$ cat src/rtl/keypad_scan_if.sv
// Keypad row/column wiring plus the decoded key outputs of keypad_scan.
// master: the scanner side; slave: keypad matrix and key consumer side.
interface keypad_scan_if;
    logic [3:0]  row;
    logic [3:0]  col;
    logic [3:0]  key_code;
    logic        key_valid;
    logic        key_held;
    logic [15:0] hexs;

    modport master (
        output row,
        output key_code,
        output key_valid,
        output key_held,
        output hexs,
        input  col
    );

    modport slave (
        input  row,
        input  key_code,
        input  key_valid,
        input  key_held,
        input  hexs,
        output col
    );
endinterface

$ cat src/rtl/keypad_scan.sv
// 4x4 matrix keypad scanner: row drive, column sync, press/release debounce,
// and a four-deep history of accepted key codes.
module keypad_scan #(
    parameter int unsigned SCAN_DIV       = 50000,
    parameter int unsigned DEBOUNCE_SCANS = 4
) (
    input  logic          clk,
    input  logic          rst,
    keypad_scan_if.master kp
);
    localparam int unsigned    DIV_W    = (SCAN_DIV > 1) ? $clog2(SCAN_DIV) : 1;
    localparam logic [DIV_W-1:0] DIV_LAST = DIV_W'(SCAN_DIV - 1);
    localparam logic [3:0]     DB_N     = 4'(DEBOUNCE_SCANS);

    localparam logic [1:0] S_SCAN     = 2'd0;
    localparam logic [1:0] S_DEBOUNCE = 2'd1;
    localparam logic [1:0] S_HELD     = 2'd2;
    localparam logic [1:0] S_RELEASE  = 2'd3;

    logic [3:0]       r_col_m;
    logic [3:0]       r_col_s;
    logic [DIV_W-1:0] r_div;
    logic [1:0]       r_state;
    logic [1:0]       r_row_idx;
    logic [3:0]       r_cnt;
    logic [3:0]       r_pat;
    logic [1:0]       r_col_idx;
    logic [3:0]       r_key_code;
    logic             r_key_valid;
    logic             r_key_held;
    logic [15:0]      r_hexs;

    logic             w_tick;
    logic             w_all_high;
    logic [1:0]       w_low_idx;

    assign w_tick     = (r_div == DIV_LAST);
    assign w_all_high = (r_col_s == 4'hF);

    // Last assignment wins, so the lowest-numbered low column is selected.
    always_comb begin
        w_low_idx = 2'd0;
        for (int unsigned i = 0; i < 4; i++) begin
            if (!r_col_s[3 - i]) w_low_idx = 2'(3 - i);
        end
    end

    always_ff @(posedge clk or posedge rst) begin
        if (rst) begin
            r_col_m     <= '1;
            r_col_s     <= '1;
            r_div       <= '0;
            r_state     <= S_SCAN;
            r_row_idx   <= '0;
            r_cnt       <= '0;
            r_pat       <= '1;
            r_col_idx   <= '0;
            r_key_code  <= '0;
            r_key_valid <= 1'b0;
            r_key_held  <= 1'b0;
            r_hexs      <= '0;
        end else begin
            r_col_m     <= kp.col;
            r_col_s     <= r_col_m;
            r_div       <= w_tick ? '0 : r_div + 1'b1;
            r_key_valid <= 1'b0;

            case (r_state)
                S_SCAN: begin
                    if (w_tick) begin
                        if (w_all_high) begin
                            r_row_idx <= r_row_idx + 2'd1;
                        end else begin
                            r_pat     <= r_col_s;
                            r_col_idx <= w_low_idx;
                            r_cnt     <= 4'd1;
                            r_state   <= S_DEBOUNCE;
                        end
                    end
                end
                // Acceptance is checked before sampling so it lands on the edge
                // after the count reaches its target, independent of the tick.
                S_DEBOUNCE: begin
                    if (r_cnt >= DB_N) begin
                        r_key_code  <= {r_row_idx, r_col_idx};
                        r_key_valid <= 1'b1;
                        r_key_held  <= 1'b1;
                        r_hexs      <= {r_hexs[11:0], r_row_idx, r_col_idx};
                        r_cnt       <= '0;
                        r_state     <= S_HELD;
                    end else if (w_tick) begin
                        if (r_col_s == r_pat) begin
                            r_cnt <= r_cnt + 4'd1;
                        end else begin
                            r_cnt     <= '0;
                            r_row_idx <= r_row_idx + 2'd1;
                            r_state   <= S_SCAN;
                        end
                    end
                end
                S_HELD: begin
                    if (w_tick && w_all_high) begin
                        r_cnt   <= 4'd1;
                        r_state <= S_RELEASE;
                    end
                end
                S_RELEASE: begin
                    if (r_cnt >= DB_N) begin
                        r_key_held <= 1'b0;
                        r_row_idx  <= r_row_idx + 2'd1;
                        r_cnt      <= '0;
                        r_state    <= S_SCAN;
                    end else if (w_tick) begin
                        if (w_all_high) begin
                            r_cnt <= r_cnt + 4'd1;
                        end else begin
                            r_cnt   <= '0;
                            r_state <= S_HELD;
                        end
                    end
                end
                default: r_state <= S_SCAN;
            endcase
        end
    end

    assign kp.row       = ~(4'b0001 << r_row_idx);
    assign kp.key_code  = r_key_code;
    assign kp.key_valid = r_key_valid;
    assign kp.key_held  = r_key_held;
    assign kp.hexs      = r_hexs;
endmodule
$ cat src/flat_wrapper.sv
// flat-port wrapper written by rule: the top's interface ports become plain ports
module keypad_scan_flat 
#(
    parameter int unsigned SCAN_DIV       = 50000,
    parameter int unsigned DEBOUNCE_SCANS = 4
)
  (clk, rst, kp_row, kp_key_code, kp_key_valid, kp_key_held, kp_hexs, kp_col);
  keypad_scan_if kp_i ();
  input  logic clk;
  input  logic rst;
  output wire logic [$bits(kp_i.row)-1:0] kp_row;
  output wire logic [$bits(kp_i.key_code)-1:0] kp_key_code;
  output wire logic [$bits(kp_i.key_valid)-1:0] kp_key_valid;
  output wire logic [$bits(kp_i.key_held)-1:0] kp_key_held;
  output wire logic [$bits(kp_i.hexs)-1:0] kp_hexs;
  input wire logic [$bits(kp_i.col)-1:0] kp_col;
  assign kp_row = kp_i.row;
  assign kp_key_code = kp_i.key_code;
  assign kp_key_valid = kp_i.key_valid;
  assign kp_key_held = kp_i.key_held;
  assign kp_hexs = kp_i.hexs;
  assign kp_i.col = kp_col;
  keypad_scan #(.SCAN_DIV(SCAN_DIV), .DEBOUNCE_SCANS(DEBOUNCE_SCANS)) u_core (.clk(clk), .rst(rst), .kp(kp_i));
endmodule
$ cat config.mk
export PLATFORM = sky130hd
export DESIGN_NAME = keypad_scan_flat
export DESIGN_NICKNAME = d
export VERILOG_FILES = /design/src/rtl/keypad_scan_if.sv /design/src/rtl/keypad_scan.sv /design/src/flat_wrapper.sv
export SDC_FILE = /design/constraint.sdc
export NUM_CORES = 1
export LEC_CHECK = 0
export CAP_MARGIN = 40
export CORE_AREA = 5 5 98 100
export DETAILED_ROUTE_END_ITERATION = 10
export DIE_AREA = 0 0 103 105
export PLACE_DENSITY = 0.54
export SYNTH_ARGS = -nofsm -noshare
export SYNTH_HDL_FRONTEND = slang
export SYNTH_SLANG_ARGS = --single-unit
$ cat constraint.sdc
create_clock -name clk -period 4.2 [get_ports clk]
set_input_delay 0.63 -clock clk [delete_from_list [all_inputs] [get_ports clk]]
set_output_delay 0.63 -clock clk [all_outputs]
set_load 0.005 [all_outputs]
==> impl_results.md, run 1 <==
- Worst-case register-to-register setup slack: 1940 ps
- Arrival time at the worst endpoint: 2470 ps
- Slew at the pin closest to its max-slew limit: 829.9 ps
- Fraction of final layout cells with drive strength greater than 1: 0.1983
- Cell type contributing the most total cell area after synthesis: sky130_fd_sc_hd__dfrtp_1
- DRC marker count from the first detailed-route iteration: 20
- Pwr Density: 309.4 nW/µm²
- Post-CTS Hold Buffers: 0
- Total setup violations reported at the end of the flow: 0
- Hold Crit Endpoint: u_core.r_col_s[1]
- Final global-route overflow total: 0
- Count of placed standard cells in the final layout, fillers left out: 345
- Total Neg Setup Slack: 0 ps
- Die span in y: 105 µm
- Max-cap viol count: 0
- Kind of critical path: flop to flop
- H-tree depth: 2
- DRC violations left: 0
- Average cell area after synthesis: 12.04 µm²
- Overall die area: 10820 µm²
- Standard-cell row count: 34
- Number of synthesized register bits: 56
- Element type at the critical path start: flop
- Count of different cell masters after synthesis: 38
- Antenna viol nets, final: 0
- Final worst path period share: 0.5377
- I/O pins: 32
- Detailed-route wire length per cell: 12.13 µm
- Post-synthesis cell area: 2431 µm²
- Worst-Skew Late Latency: 310 ps
- Hold Path Stages: 0
- Starting utilization of the core area: 0.2829
- Clock buffers created by TritonCTS: 5
- Pin count of the biggest net entering global routing: 33
- Share of Yosys cell area claimed by the top area cell type: 0.4529
- Total count of hold-check failures in the final report: 0
- Post-placement setup slack: 1941 ps
- Wire length of the first global-routing pass: 7286 µm
- Ranking of synthesized cells by area: sky130_fd_sc_hd__dfrtp_1 45%, sky130_fd_sc_hd__dfstp_2 13%, sky130_fd_sc_hd__mux2_2 8.8%
- Drt total wl: 4186 µm
- Final weighted congestion in routability-driven placement: 0.7563
- DR vias: 1508
- Result of the run: finished, final reports clean
- Capturing point of the worst reg2reg path: u_core.r_cnt[3]
- Resized Gates After CTS: 0
- Root Driver: sky130_fd_sc_hd__clkbuf_8
- DR pass1 iterations: 4
- Max Clock Skew: 3.359 ps
- Layout overhead on the synthesized area: 22.65%
- Initial antenna violation count: 0
- Net count of the mapped netlist: 214
- Register area share after synthesis: 0.5826
- Max transition margin: 0.4416
- Total count of max-transition violations in the final report: 0
- Number of buffers on the longest clock path: 2
- Startpoint of the worst-slack reg-to-reg timing path: u_core.r_div[11]
- Worst path setup slack after routing: 1942 ps
- Peak fanout along the critical path: 6
- Peak VDD IR: 0.1128 mV
- CP required: 4410 ps
- Routed via count divided by cell count: 4.371
- Fin nets: 248
- CTS tree: yes
- Die width: 103 µm
- Post-synthesis instance total: 202
- CTS clk-pin slew, worst paths: 100 ps
- Antenna diode instance count: 0
- All-Layer GR Usage: 0.08549
- Number of warning messages in the yosys log: 0
- Clock period minus final worst setup slack: 2258 ps
- Number of buffers inserted by port buffering: 31
- Number of buffers inserted to repair setup after CTS: 0
- HP Start: u_core.r_col_m[1]
- Placeable core region: 8593 µm²
- Vias in the first global route: 1498
- Number of cells after detailed placement: 337
- TritonCTS Sinks: 56
- Leak pwr: 1.291 nW
- Detailed placement HPWL: 3058 µm
- Setup repair after global routing missed its margin: no
- Class of the tightest hold or removal check: flop to flop
- Category of the worst setup path capture point: flop
- Maximum achievable frequency: 442.8 MHz
- Count of cells along the worst register-to-register path: 4
==> cells in the final DEF, fill, tap and decap left out, types with 11 or more instances in the layout <==
cell and n:
sky130_fd_sc_hd__clkdlybuf4s50_1 31, sky130_fd_sc_hd__mux2_2 19, sky130_fd_sc_hd__dfrtp_1 44, sky130_fd_sc_hd__nor2_1 15, sky130_fd_sc_hd__nand3_1 11, sky130_fd_sc_hd__xnor2_1 13, sky130_fd_sc_hd__o21ai_0 11, sky130_fd_sc_hd__inv_1 11
sky130_fd_sc_hd__nand2_1 12, sky130_fd_sc_hd__dfstp_2 12
==> synthesized netlist by cell type <==
cell type	count
sky130_fd_sc_hd__dfrtp_1	44
sky130_fd_sc_hd__mux2_2	19
sky130_fd_sc_hd__nor2_1	15
sky130_fd_sc_hd__xnor2_1	13
sky130_fd_sc_hd__dfstp_2	12
sky130_fd_sc_hd__inv_1	12
sky130_fd_sc_hd__nand2_1	12
sky130_fd_sc_hd__nand3_1	11
sky130_fd_sc_hd__o21ai_0	11
sky130_fd_sc_hd__ha_1	6
sky130_fd_sc_hd__xor2_1	6
sky130_fd_sc_hd__buf_4	4
sky130_fd_sc_hd__and3_1	3
sky130_fd_sc_hd__buf_2	3
sky130_fd_sc_hd__nor3_1	3
sky130_fd_sc_hd__mux2i_1	2
sky130_fd_sc_hd__nand4_1	2
sky130_fd_sc_hd__nor2b_1	2
sky130_fd_sc_hd__nor3b_1	2
sky130_fd_sc_hd__or4bb_1	2
sky130_fd_sc_hd__a211o_1	1
sky130_fd_sc_hd__a211oi_2	1
sky130_fd_sc_hd__a21o_1	1
sky130_fd_sc_hd__a21oi_1	1
sky130_fd_sc_hd__and2_1	1
sky130_fd_sc_hd__and4_1	1
sky130_fd_sc_hd__clkbuf_1	1
sky130_fd_sc_hd__mux2_4	1
sky130_fd_sc_hd__nand3b_1	1
sky130_fd_sc_hd__nand4b_1	1
sky130_fd_sc_hd__nor2_2	1
sky130_fd_sc_hd__nor4_1	1
sky130_fd_sc_hd__o21a_1	1
sky130_fd_sc_hd__o21ai_1	1
sky130_fd_sc_hd__o311ai_0	1
sky130_fd_sc_hd__or2_2	1
sky130_fd_sc_hd__or4_1	1
sky130_fd_sc_hd__or4b_1	1
==> layout make-up <==
cell class	instances	area [µm²]
clock inverters	3	42.54
inverters	12	45.04
well taps	108	135.1
multi-input cells	126	920.9
clock buffers	5	68.82
repair buffers	35	352.8
flip-flops and latches	56	1416
fillers	892	5612
==> power by group <==
part           switching [mW]  internal, mW  total, mW
combinational          0.0135       0.00909     0.0226
clock                   0.174         0.177      0.351
sequential            0.00305         0.546      0.549
total                   0.191         0.732      0.923
==> state kept, by name, indices dropped and copies added (netlist names) <==
name                 cells
u_core.r_cnt             4
u_core.kp.key_valid      1
u_core.r_pat             4
u_core.r_col_s           4
u_core.kp.key_held       1
u_core.r_col_idx         2
u_core.r_state           2
u_core.r_col_m           4
u_core.r_div            16
u_core.kp.hexs          16
u_core.r_row_idx         2
==> logic make-up (layout without fill, tap and decap cells) <==
family                     after synthesis  count (layout)  share of synthesized area
adders and majority gates                6               6                    0.03088
buffers and inverters                   20              55                    0.03860
muxes                                   22              22                     0.1024
AOI/OAI and AO/OA                       18              18                    0.04529
xor gates and xnor gates                19              19                    0.06845
DFF                                     56              56                     0.5826
and+or+nand+nor                         61              61                     0.1318
==> worst max path at each step <==
| stage | depth (start not counted) | slack, ps | endpoint | startpoint |
|---|---|---|---|---|
| after global routing | 5 | 1770 | u_core.r_cnt[2] | u_core.r_div[11] |
| after CTS | 4 | 1910 | kp_row[2] | u_core.r_row_idx[0] |
| after detailed placement | 4 | 1940 | u_core.r_cnt[3] | u_core.r_div[11] |
| after global placement | 4 | 1980 | u_core.r_cnt[3] | u_core.r_div[11] |
| after floorplan | 1 | 2220 | u_core.kp.hexs[0] | rst |
| final | 4 | 1940 | u_core.r_cnt[3] | u_core.r_div[11] |
==> per-layer routing <==
metal	up-vias	GRT usage	wire length [µm]
met5	-	0	0
met4	0	0.03885	58
met3	4	0.02199	240
met2	32	0.1288	1934
met1	725	0.1143	1952
li1	747	-	-
==> through the flow <==
| stage | total power [mW] | hold WS [ps] | cell area, µm² | util |
|---|---|---|---|---|
| floorplan | 0.5704 | 345.2 | 2431 | - |
| global placement | 0.5805 | 345.8 | 2850 | 0.3317 |
| detailed placement | 0.5832 | 346.8 | 2870 | 0.3340 |
| CTS | 0.9429 | 361.6 | 2982 | 0.3470 |
| global route | 0.9652 | 364.0 | 2982 | 0.3470 |
| finish | 0.9226 | 360.3 | 2982 | 0.3470 |
==> critical path, stage by stage, from the launching register on <==
cell and delay, ps:
sky130_fd_sc_hd__dfrtp_1 430, sky130_fd_sc_hd__or4b_1 570, sky130_fd_sc_hd__nor4_1 750, sky130_fd_sc_hd__o21ai_0 210, sky130_fd_sc_hd__and2_1 200
No activity file was read; power rests on OpenSTA's default activity.
==> run 2: changes to the inputs <==
==> constraint.sdc (replaced) <==
create_clock -name clk -period 2.1 [get_ports clk]
set_input_delay 0.315 -clock clk [delete_from_list [all_inputs] [get_ports clk]]
set_output_delay 0.315 -clock clk [all_outputs]
set_load 0.005 [all_outputs]
==> run 2 against run 1 <==
Against the previous run: global-route usage shrank 0.58 points; via count grew 1.2%; die area unchanged; first-iteration DRC count grew 140%; utilization rose by 0.13 points; total power up 91%; register-to-register slack worse by 1800 ps; final area is 0.38% higher; final cell count is 0.87% higher.
==> impl_results.md, run 2 (same netlist as run 1, synthesis figures left out) <==
- Result of the run: finished, final reports clean
- Clock period minus final worst setup slack: 1995 ps
- Count of placed standard cells in the final layout, fillers left out: 348
- Detailed placement HPWL: 2912 µm
- Class of the tightest hold or removal check: primary input to async pin
- Total Neg Setup Slack: 0 ps
- Layout overhead on the synthesized area: 23.11%
- Worst-Skew Late Latency: 300 ps
- Tightest hold margin: 308.2 ps
- Vias in the first global route: 1505
- Number of buffers on the longest clock path: 2
- Kind of critical path: flop to flop
- Root Driver: sky130_fd_sc_hd__clkbuf_8
- Final worst path period share: 0.9499
- Category of the worst setup path capture point: flop
- Total count of max-transition violations in the final report: 0
- CP required: 2300 ps
- Placeable core region: 8593 µm²
- DRC marker count from the first detailed-route iteration: 47
- H-tree depth: 2
- Post-placement setup slack: 114.7 ps
- CTS tree: yes
- Overall die area: 10820 µm²
- Most common library cell in the layout ignoring fill and taps: sky130_fd_sc_hd__dfrtp_1
- Pin count of the biggest net entering global routing: 40
- Max transition margin: 0.7364
- Worst-case register-to-register setup slack: 110 ps
- Max Clock Skew: 5.631 ps
- Leak pwr: 1.300 nW
- CTS clk-pin slew, worst paths: 90 ps
- Worst path setup slack after routing: 105.3 ps
- Fin nets: 251
- Arrival time at the worst endpoint: 2190 ps
- Design Power: 1.762 mW
- Drt total wl: 3931 µm
- TritonCTS Sinks: 56
- Total setup violations reported at the end of the flow: 0
- Final global-route overflow total: 0
- Clock buffers created by TritonCTS: 5
- Layout filler cell count: 878
- Wire length of the first global-routing pass: 6941 µm
- DR pass1 iterations: 3
- All-Layer GR Usage: 0.07965
- Pwr Density: 588.6 nW/µm²
- Number of buffers inserted by port buffering: 31
- Most used cells in the layout excluding fill and tap cells: 44 x sky130_fd_sc_hd__dfrtp_1, 31 x sky130_fd_sc_hd__clkdlybuf4s50_1, 19 x sky130_fd_sc_hd__mux2_2
- I/O pins: 32
- Number of cells after detailed placement: 340
- Total count of hold-check failures in the final report: 0
- Detailed-route wire length per cell: 11.30 µm
- Peak fanout along the critical path: 3
- DR vias: 1526
- Initial antenna violation count: 0
- Setup repair after global routing missed its margin: no
- Die span in y: 105 µm
- Final weighted congestion in routability-driven placement: 0.7599
- DRC violations left: 0
- Die width: 103 µm
- Post-CTS Hold Buffers: 0
- Number of buffers inserted to repair setup after CTS: 0
- Slew at the pin closest to its max-slew limit: 394.9 ps
- Antenna diode instance count: 0
- Maximum achievable frequency: 501.3 MHz
- Element type at the critical path start: flop
- Starting utilization of the core area: 0.2829
- Antenna viol nets, final: 0
- Resized Gates After CTS: 0
- Max-cap viol count: 0
- Peak VDD IR: 0.2273 mV
- Standard-cell row count: 34
- Fraction of final layout cells with drive strength greater than 1: 0.2083
- Routed via count divided by cell count: 4.385
[run 2: changes by cell type in the layout (fill, tap and decap cells not counted), sizes merged]
cell	before	now
buf	4	7
clkbuf	5	8
clkinv	2	0
bufinv	1	0
[run 2: final timing paths]
check / from / to / cells past startpoint
max: u_core.r_div[10] / u_core.r_row_idx[1] / 5
min reg2reg: u_core.r_col_m[1] / u_core.r_col_s[1] / 0
max in group asynchronous: rst / u_core.r_col_m[2] / 3
min in group clk: u_core.r_col_m[1] / u_core.r_col_s[1] / 0
min: rst / u_core.kp.key_valid / 2
max reg2reg: u_core.r_div[10] / u_core.r_row_idx[1] / 5
[run 2: per-layer routing]
metal,share of wire,track usage
met1,0.46,0.09925
met2,0.45,0.1274
met3,0.064,0.02332
met4,0.019,0.03330
met5,0,0
[run 2: metrics by stage]
stage                 util  instance area (µm²)
CTS                 0.3483                 2993
floorplan                -                 2431
finish              0.3483                 2993
global placement    0.3366                 2893
global route        0.3483                 2993
detailed placement  0.3366                 2893
[run 2: where the power goes]
part           total, mW  leakage, nW  switching, mW  internal [mW]
Clock              0.621       0.0515          0.319          0.301
Combinational     0.0431        0.523         0.0261         0.0170
Sequential          1.10        0.726        0.00578           1.09
Total               1.76         1.30          0.351           1.41
[run 2: layout make-up]
type | count | area (µm²) | area share
clock buffer | 8 | 100.1 | 0.03344
tap | 108 | 135.1 | 0.04515
inverter | 12 | 45.04 | 0.01505
multi-input combinational | 126 | 920.9 | 0.3077
timing repair buffer | 38 | 375.4 | 0.1254
sequential | 56 | 1416 | 0.4732
[run 2: critical path: stages (launching register included)]
cell and delay, ps:
sky130_fd_sc_hd__dfrtp_1 410, sky130_fd_sc_hd__or4b_1 560, sky130_fd_sc_hd__nor2_2 170, sky130_fd_sc_hd__nand4b_1 100, sky130_fd_sc_hd__a211o_1 350, sky130_fd_sc_hd__mux2_4 300
